`src/rtl/async_counter_pkg.sv`:
```
// Shared constants and types for the synchronous toggle-chain counter.
package async_counter_pkg;

    localparam int COUNTER_WIDTH_DEFAULT = 4;

    typedef logic [COUNTER_WIDTH_DEFAULT-1:0] count_t;

endpackage

```
`src/rtl/async_counter_tff_stage.sv`:
```
// One counter bit: a toggle flop with synchronous active-high clear.
module tff_stage (
    input  logic clk,
    input  logic rst,
    input  logic t,
    output logic q
);

    logic q_q;
    logic q_d;

    always_comb begin
        q_d = q_q ^ t;
    end

    always_ff @(posedge clk) begin
        if (rst) q_q <= 1'b0;
        else     q_q <= q_d;
    end

    assign q = q_q;

endmodule

```
`src/rtl/async_counter.sv`:
```
// Free-running WIDTH-bit up-counter built from toggle stages on one clock;
// the AND-chained enable gives ripple-counter order without derived clocks.
module async_counter
    import async_counter_pkg::*;
#(
    parameter int WIDTH = COUNTER_WIDTH_DEFAULT
) (
    input  logic             clk,
    input  logic             rst,
    output logic [WIDTH-1:0] q
);

    logic [WIDTH-1:0] t_en;
    logic [WIDTH-1:0] cnt;

    // Stage i toggles only when every lower bit is 1.
    assign t_en[0] = 1'b1;

    genvar i;
    generate
        for (i = 1; i < WIDTH; i++) begin : g_en
            assign t_en[i] = t_en[i-1] & cnt[i-1];
        end

        for (i = 0; i < WIDTH; i++) begin : g_stage
            tff_stage u_stage (
                .clk (clk),
                .rst (rst),
                .t   (t_en[i]),
                .q   (cnt[i])
            );
        end
    endgenerate

    assign q = cnt;

endmodule

```
`config.mk`:
```
export PLATFORM = sky130hd
export DESIGN_NAME = async_counter
export DESIGN_NICKNAME = d
export VERILOG_FILES = /design/src/rtl/async_counter_pkg.sv /design/src/rtl/async_counter_tff_stage.sv /design/src/rtl/async_counter.sv
export SDC_FILE = /design/constraint.sdc
export NUM_CORES = 1
export LEC_CHECK = 0
export ABC_AREA = 1
export CAP_MARGIN = 25
export CORE_AREA = 3 3 40 42
export CTS_BUF_LIST = sky130_fd_sc_hd__clkbuf_16
export CTS_CLUSTER_DIAMETER = 150
export DETAILED_ROUTE_END_ITERATION = 10
export DIE_AREA = 0 0 43 45
export PLACE_DENSITY_LB_ADDON = 0.05
export SLEW_MARGIN = 25
export SYNTH_ARGS = -nofsm -noshare
export SYNTH_HDL_FRONTEND = slang
export SYNTH_SLANG_ARGS = --single-unit
```
`constraint.sdc`:
```
create_clock -name clk -period 1.85 [get_ports clk]
set_input_delay 0.185 -clock clk [delete_from_list [all_inputs] [get_ports clk]]
set_output_delay 0.185 -clock clk [all_outputs]
set_load 0.01 [all_outputs]
```
==> flow_summary.ini, run 1 <==
[setup_path]
r2r_end = g_stage[3].u_stage.q
cp-end-kind = output pin
arrival_ns = 1.12
slowest_delay_ns = 0.55
reg2regPathDepth = 4
cp.required_ns = 1.66
reg2reg_from = g_stage[0].u_stage.q
cp-start-kind = flop
path_buf_inv = 1
slowest_stage = clkdlybuf4s50_1
crit_fanout = 3
ff2ff_setup_slack_ns = 0.85
cpLargestDelayFamily = buffers and inverters
worstSetupPathType = flop to output pin
crit_chain = clkdlybuf4s50_1

[cts]
clock_sinks = 4
cts_buffers = 3
cts_resized = 0
cts.path.max_buffers = 2
cts_tree = done
clk-insertion-delay-late_ns = 0.22
htreeDepth = 1
clk_pin_slew_ns = 0.03
hold_buffers = 0
cts_setup_buffers = 0
cts-root-buf = clkbuf_16

[routing]
wl_per_cell_um = 7.46
vias_per_cell = 3.03
ant_nets = 0
route.detailed.drc = 0
wl_um = 291
num_vias = 118
drt_iter0_drc = 0
first_pass_iters = 1

[floorplanning]
core_mm2 = 0.00128
die_height_um = 45
row_count = 13
start_util_pct = 13.6
die-area_mm2 = 0.00194
die_x_um = 43
io_pins = 6

[place]
dp_cells = 36
gp_congestion = 0.537
placed_area_um2 = 214
pre_cts_slack_ns = 0.779
port_buffers = 5

[sta]
tightest_slew_ns = 0.148
setup_viol = 0
fmax_mhz = 766
final.setup.tns_ns = 0
worst_clock_skew_ns = 0.00124
hold_violations = 0
fin_crit_ns = 1.31
relSlewSlack_pct = 90.1
whs_ns = 0.431
period_share_pct = 70.6
fin_ws_ns = 0.544
rsz0062_at_grt = no
drv_slew = 0

[synth]
synthAdderAreaFrac_pct = 14.3
synth_warnings = 0
synth_cells = 20
synth_area_um2 = 175
synthXorXnorAreaFrac_pct = 0
muxShareOfSynthArea_pct = 0
synth_compound_area_share_pct = 0
ys_ff_latch = 4
avgSynthCellArea_um2 = 8.76
synth_seq_area_share_pct = 45.7
synth_top_family_by_area = buffers and inverters
synth_cell_types = 7
synth-simple-area-share_pct = 16.4
synth.net_count = 24

[layout]
fin_area_um2 = 289
layout.nets = 30
post-route-util_pct = 22.5
syn_to_final_growth_pct = 65.0
drive_gt1_share_pct = 16.7
final_cell_mix = 5 x clkdlybuf4s50_1, 4 x nor2_1, 4 x dfxtp_1
diodes = 0
finalNonFillerCells = 39
final_common_cell = clkdlybuf4s50_1
largest_reg_flops = 4

[power]
power_mw = 0.454
ir_worst_vdd_mv = 0.495
leakage_nw = 0.131
power_per_cell_area_mw_per_mm2 = 1570

[global_routing]
grt_pass1_vias = 122
antenna_found_initial = 0
grt_overflow = 0
grt_max_degree = 5
track_usage_pct = 4.32
grt_pass1_wl_um = 448

[hold_path]
hp-start = g_stage[0].u_stage.q
hold_end = g_stage[0].u_stage.q
hold-path-cell-count = 1
hold_class = flop to flop

[status]
status = complete, no violations

[run]
maxCapViolCount = 0
power breakdown:
group / switching (mW) / internal (mW)
combinational: 0.0108 / 0.0149
clock: 0.0569 / 0.276
sequential: 0.00328 / 0.0926
total: 0.0710 / 0.383
synth_stat cells, drive strengths merged:
library cell,n,share of area (%)
dfxtp,4,46
buf,4,17
inv,3,6.4
nand2,2,4.3
ha,2,14
nor2,5,12
cells by family after synthesis:
family | count (synthesis)
buffers and inverters | 7
adder cells (fa/ha/maj) | 2
flip-flops | 4
AND/OR/NAND/NOR | 7
worst max path at each step:
stage                               startpoint              endpoint  cells after the start
after floorplan           g_stage[0].u_stage.q  g_stage[3].u_stage.q                      4
after global placement    g_stage[0].u_stage.q                  q[0]                      1
after detailed placement  g_stage[0].u_stage.q                  q[0]                      1
after CTS                 g_stage[0].u_stage.q                  q[0]                      1
after global routing      g_stage[0].u_stage.q                  q[0]                      1
final                     g_stage[0].u_stage.q                  q[0]                      1
worst reg2reg max path: cells and delay by family (launching register included):
family | cells | cell delay, ns
AND/OR/NAND/NOR | 2 | 0.18
flip-flops | 1 | 0.32
adder cells (fa/ha/maj) | 2 | 0.39
cell type report:
type / instances / area (um2)
well taps: 15 / 18.8
clock buffers: 3 / 75.1
fillers: 146 / 996
inverters: 3 / 11.3
flip-flops and latches: 4 / 80.1
repair buffers: 5 / 50.0
multi-input cells: 9 / 53.8
routing by layer:
layer	vias to the layer above	wire length [um]	global-route usage, %
met5	-	0	0
met1	50	126	3.12
met2	5	128	4.49
li1	63	-	-
met4	0	0	9.04
met3	0	37	3.59
(Power assumes the default switching activity.)
==> run 2: changes to the inputs <==
- clock period: 1.85 -> 1.25 ns (I/O delays scaled with it)
==> flow_summary.ini, run 2 (same netlist as run 1, synthesis figures left out) <==
[routing]
ant_nets = 0
wl_met1_um = 124
route.detailed.drc = 0
wl_per_cell_um = 7.51
num_vias = 118
vias_per_cell = 3.03
route.met3.wl_um = 39
first_pass_iters = 1
drt_iter0_drc = 0
wl_um = 293
route.met2.wl_um = 129
routed.top_layer = met3

[setup_path]
slowest_delay_ns = 0.54
arrival_ns = 1.08
crit_chain = clkdlybuf4s50_1
cp-start-kind = flop
slowest_stage = clkdlybuf4s50_1
crit_fanout = 2
cp.required_ns = 1.12
path_buf_inv = 1
cp-end-kind = output pin
cpLargestDelayFamily = buffers and inverters
worstSetupPathType = flop to output pin

[global_routing]
grt_pass1_vias = 122
track_usage_pct = 4.32
antenna_found_initial = 0
grt_pass1_wl_um = 448
grt_max_degree = 5
grt_overflow = 0

[sta]
fmax_mhz = 833
fin_crit_ns = 1.20
final.setup.tns_ns = 0
hold_violations = 0
fin_ws_ns = 0.0499
relSlewSlack_pct = 90.1
period_share_pct = 96.0
drv_slew = 0
worst_clock_skew_ns = 0.00124
setup_viol = 0
rsz0062_at_grt = no
tightest_slew_ns = 0.148

[layout]
diodes = 0
finalNonFillerCells = 39
final.fill_count = 146
final_cell_mix = 4 x nor2_1, 4 x dfxtp_1, 3 x inv_1, 3 x clkbuf_16, 3 x clkdlybuf4s50_1
drive_gt1_share_pct = 16.7
layout.nets = 30
fin_area_um2 = 290
largest_reg_flops = 4
syn_to_final_growth_pct = 65.7

[power]
ir_worst_vdd_mv = 0.725
leakage_nw = 0.152
power_per_cell_area_mw_per_mm2 = 2310

[cts]
cts.path.max_buffers = 2
cts_buffers = 3
clk_pin_slew_ns = 0.03
cts-root-buf = clkbuf_16
htreeDepth = 1
cts_tree = done
clk-insertion-delay-late_ns = 0.22
clock_sinks = 4

[run]
maxCapViolCount = 0

[place]
port_buffers = 5
gp_congestion = 0.537
pre_cts_slack_ns = 0.238
dp_cells = 36
placed_area_um2 = 214

[floorplanning]
die_x_um = 43
io_pins = 6
die_height_um = 45
row_count = 13
core_mm2 = 0.00128
start_util_pct = 13.6
die-area_mm2 = 0.00194

[status]
status = complete, no violations

[hold_path]
hold_class = flop to flop
## run 2: cell count changes in the layout (fill, tap and decap cells not counted)
cell,change
clkdlybuf4s50_1,-2
dlygate4sd2_1,+1
dlymetal6s2s_1,+1
## run 2: worst paths after layout
path | cells after the start | to | start | slack (ns)
worst max-delay path | 1 | q[1] | g_stage[1].u_stage.q | 0.05
worst min-delay path | 1 | g_stage[0].u_stage.q | g_stage[0].u_stage.q | 0.43
worst max register to register | 4 | g_stage[3].u_stage.q | g_stage[0].u_stage.q | 0.25
worst min register to register | 1 | g_stage[0].u_stage.q | g_stage[0].u_stage.q | 0.43
## run 2: stage by stage
stage	power, mW	hold WS (ns)	util, %
3_5_place_dp	0.183	0.427	16.7
2_1_floorplan	0.170	0.196	-
4_1_cts	0.688	0.435	22.4
6_report	0.671	0.428	22.6
5_1_grt	0.696	0.452	22.6
3_3_place_gp	0.183	0.420	16.7
## run 2: final cells by class
cell class                 instances  area (um2)  share of cell area [%]
multi-input combinational          9        53.8                    18.5
inverter                           3        11.3                    3.88
tap                               15        18.8                    6.47
clock buffer                       3        75.1                    25.9
timing repair buffer               5        51.3                    17.7
sequential                         4        80.1                    27.6
## run 2: repair_timing
item	CTS	global route
setup endpoints to repair	1	1
buffers inserted	0	0
hold buffers	0	0
gates resized for setup	1	1
## run 2: where the power goes
part / internal [mW] / total, mW / switching (mW) / leakage, nW
clock network: 0.408 / 0.492 / 0.0843 / 0.0370
logic: 0.0204 / 0.0364 / 0.0159 / 0.0826
registers: 0.137 / 0.142 / 0.00475 / 0.0329
total: 0.566 / 0.671 / 0.105 / 0.152
## run 2: metal layers
layer / vias to the layer above / GRT usage (%)
met3: 0 / 3.59
li1: 63 / -
met5: - / 0
met1: 50 / 3.12
met4: 0 / 9.04
met2: 5 / 4.49
==> run 3: changes to the inputs <==
- CTS_BUF_LIST: sky130_fd_sc_hd__clkbuf_16 -> not set
- MAX_ROUTING_LAYER: not set -> met4
==> flow_summary.ini, run 3 (same netlist as run 1, synthesis figures left out) <==
[cts]
clk_pin_slew_ns = 0.04
cts_buffers = 3
cts_tree = done
clock_sinks = 4
cts.path.max_buffers = 2
cts_setup_buffers = 0
htreeDepth = 1
hold_buffers = 0
cts-root-buf = clkbuf_4
cts_resized = 2
clk-insertion-delay-late_ns = 0.23

[sta]
fmax_mhz = 824
worst_clock_skew_ns = 0.00278
whs_ns = 0.430
setup_viol = 0
tightest_slew_ns = 0.150
final.setup.tns_ns = 0
fin_crit_ns = 1.21
relSlewSlack_pct = 90.0
period_share_pct = 97.0
hold_violations = 0
rsz0062_at_grt = no
drv_slew = 0

[setup_path]
cpLargestDelayFamily = buffers and inverters
cp-end-kind = output pin
slowest_delay_ns = 0.53
slowest_stage = clkdlybuf4s50_1
cp-start-kind = flop
arrival_ns = 1.09
path_buf_inv = 1
crit_chain = clkdlybuf4s50_1
worstSetupPathType = flop to output pin
cp.required_ns = 1.12
crit_fanout = 2

[floorplanning]
die-area_mm2 = 0.00194
core_mm2 = 0.00128
start_util_pct = 13.6
die_height_um = 45
die_x_um = 43
row_count = 13
io_pins = 6

[power]
leakage_nw = 0.130
power_per_cell_area_mw_per_mm2 = 1430
ir_worst_vdd_mv = 0.390

[layout]
final_cell_mix = 4 x nor2_1, 4 x dfxtp_1, 3 x inv_1, 3 x clkbuf_4
seq_area_um2 = 80.1
multiInputGateArea_um2 = 53.8
drive_gt1_share_pct = 16.7
final.fill_count = 153
diodes = 0
largest_reg_flops = 4
layout.nets = 30
syn_to_final_growth_pct = 35.0

[routing]
wl_per_cell_um = 7.41
drt_iter0_drc = 1
first_pass_iters = 2
vias_per_cell = 3.00
num_vias = 117
route.detailed.drc = 0
wl_um = 289
ant_nets = 0

[hold_path]
hold_class = flop to flop

[status]
status = complete, no violations

[place]
gp_congestion = 0.538
port_buffers = 5

[global_routing]
grt_pass1_wl_um = 448
grt_pass1_vias = 121
antenna_found_initial = 0
grt_overflow = 0
track_usage_pct = 4.20
grt_max_degree = 5

[run]
maxCapViolCount = 0
[run 3: cell types whose count changed in the layout (fill, tap and decap cells not counted)]
cell	delta
clkdlybuf4s50_1	-1
dlygate4sd2_1	+1
clkbuf_16	-3
clkbuf_4	+3
[run 3: final cells by class]
cell class	count	share of cell area [%]
Clock buffer	3	9.52
Inverter	3	4.76
Multi-Input combinational cell	9	22.8
Sequential cell	4	33.9
Tap cell	15	7.94
Timing Repair Buffer	5	21.2
[run 3: routing by layer]
metal  part of all wire, %  up-vias  track usage (%)
met4                     0        0             9.04
met5                     0        -                -
li1                      -       63                -
met2                    45        5             4.49
met3                    13        0             2.39
met1                    42       49             3.12
[run 3: metrics by stage]
stage	area [um2]	utilization [%]	total power [mW]	setup slack [ns]	instances
5_1_grt	236	18.4	0.358	0.00670	39
6_report	236	18.4	0.338	0.0369	39
2_1_floorplan	175	-	0.170	0.304	20
4_1_cts	234	18.2	0.355	0.0139	39
3_5_place_dp	214	16.7	0.183	0.238	36
3_3_place_gp	214	16.7	0.183	0.246	36
[run 3: report_power, final]
| group | internal (mW) | total [mW] | switching [mW] | leakage (nW) |
|---|---|---|---|---|
| Combinational | 0.0194 | 0.0356 | 0.0162 | 0.0836 |
| Clock | 0.107 | 0.162 | 0.0540 | 0.0138 |
| Sequential | 0.137 | 0.141 | 0.00460 | 0.0329 |
[run 3: path summary, 6_finish.rpt]
check	from	end	slack, ns	depth (start not counted)
worst min-delay path	g_stage[0].u_stage.q	g_stage[0].u_stage.q	0.43	1
worst max-delay path	g_stage[2].u_stage.q	q[2]	0.04	1
worst max register to register	g_stage[0].u_stage.q	g_stage[3].u_stage.q	0.25	4
worst min register to register	g_stage[0].u_stage.q	g_stage[0].u_stage.q	0.43	1
[run 3: worst reg2reg max path: cells and delay by family (launching register included)]
family	cells	cell delay, ns
flops	1	0.32
fa+ha+maj	2	0.39
simple gates	2	0.18
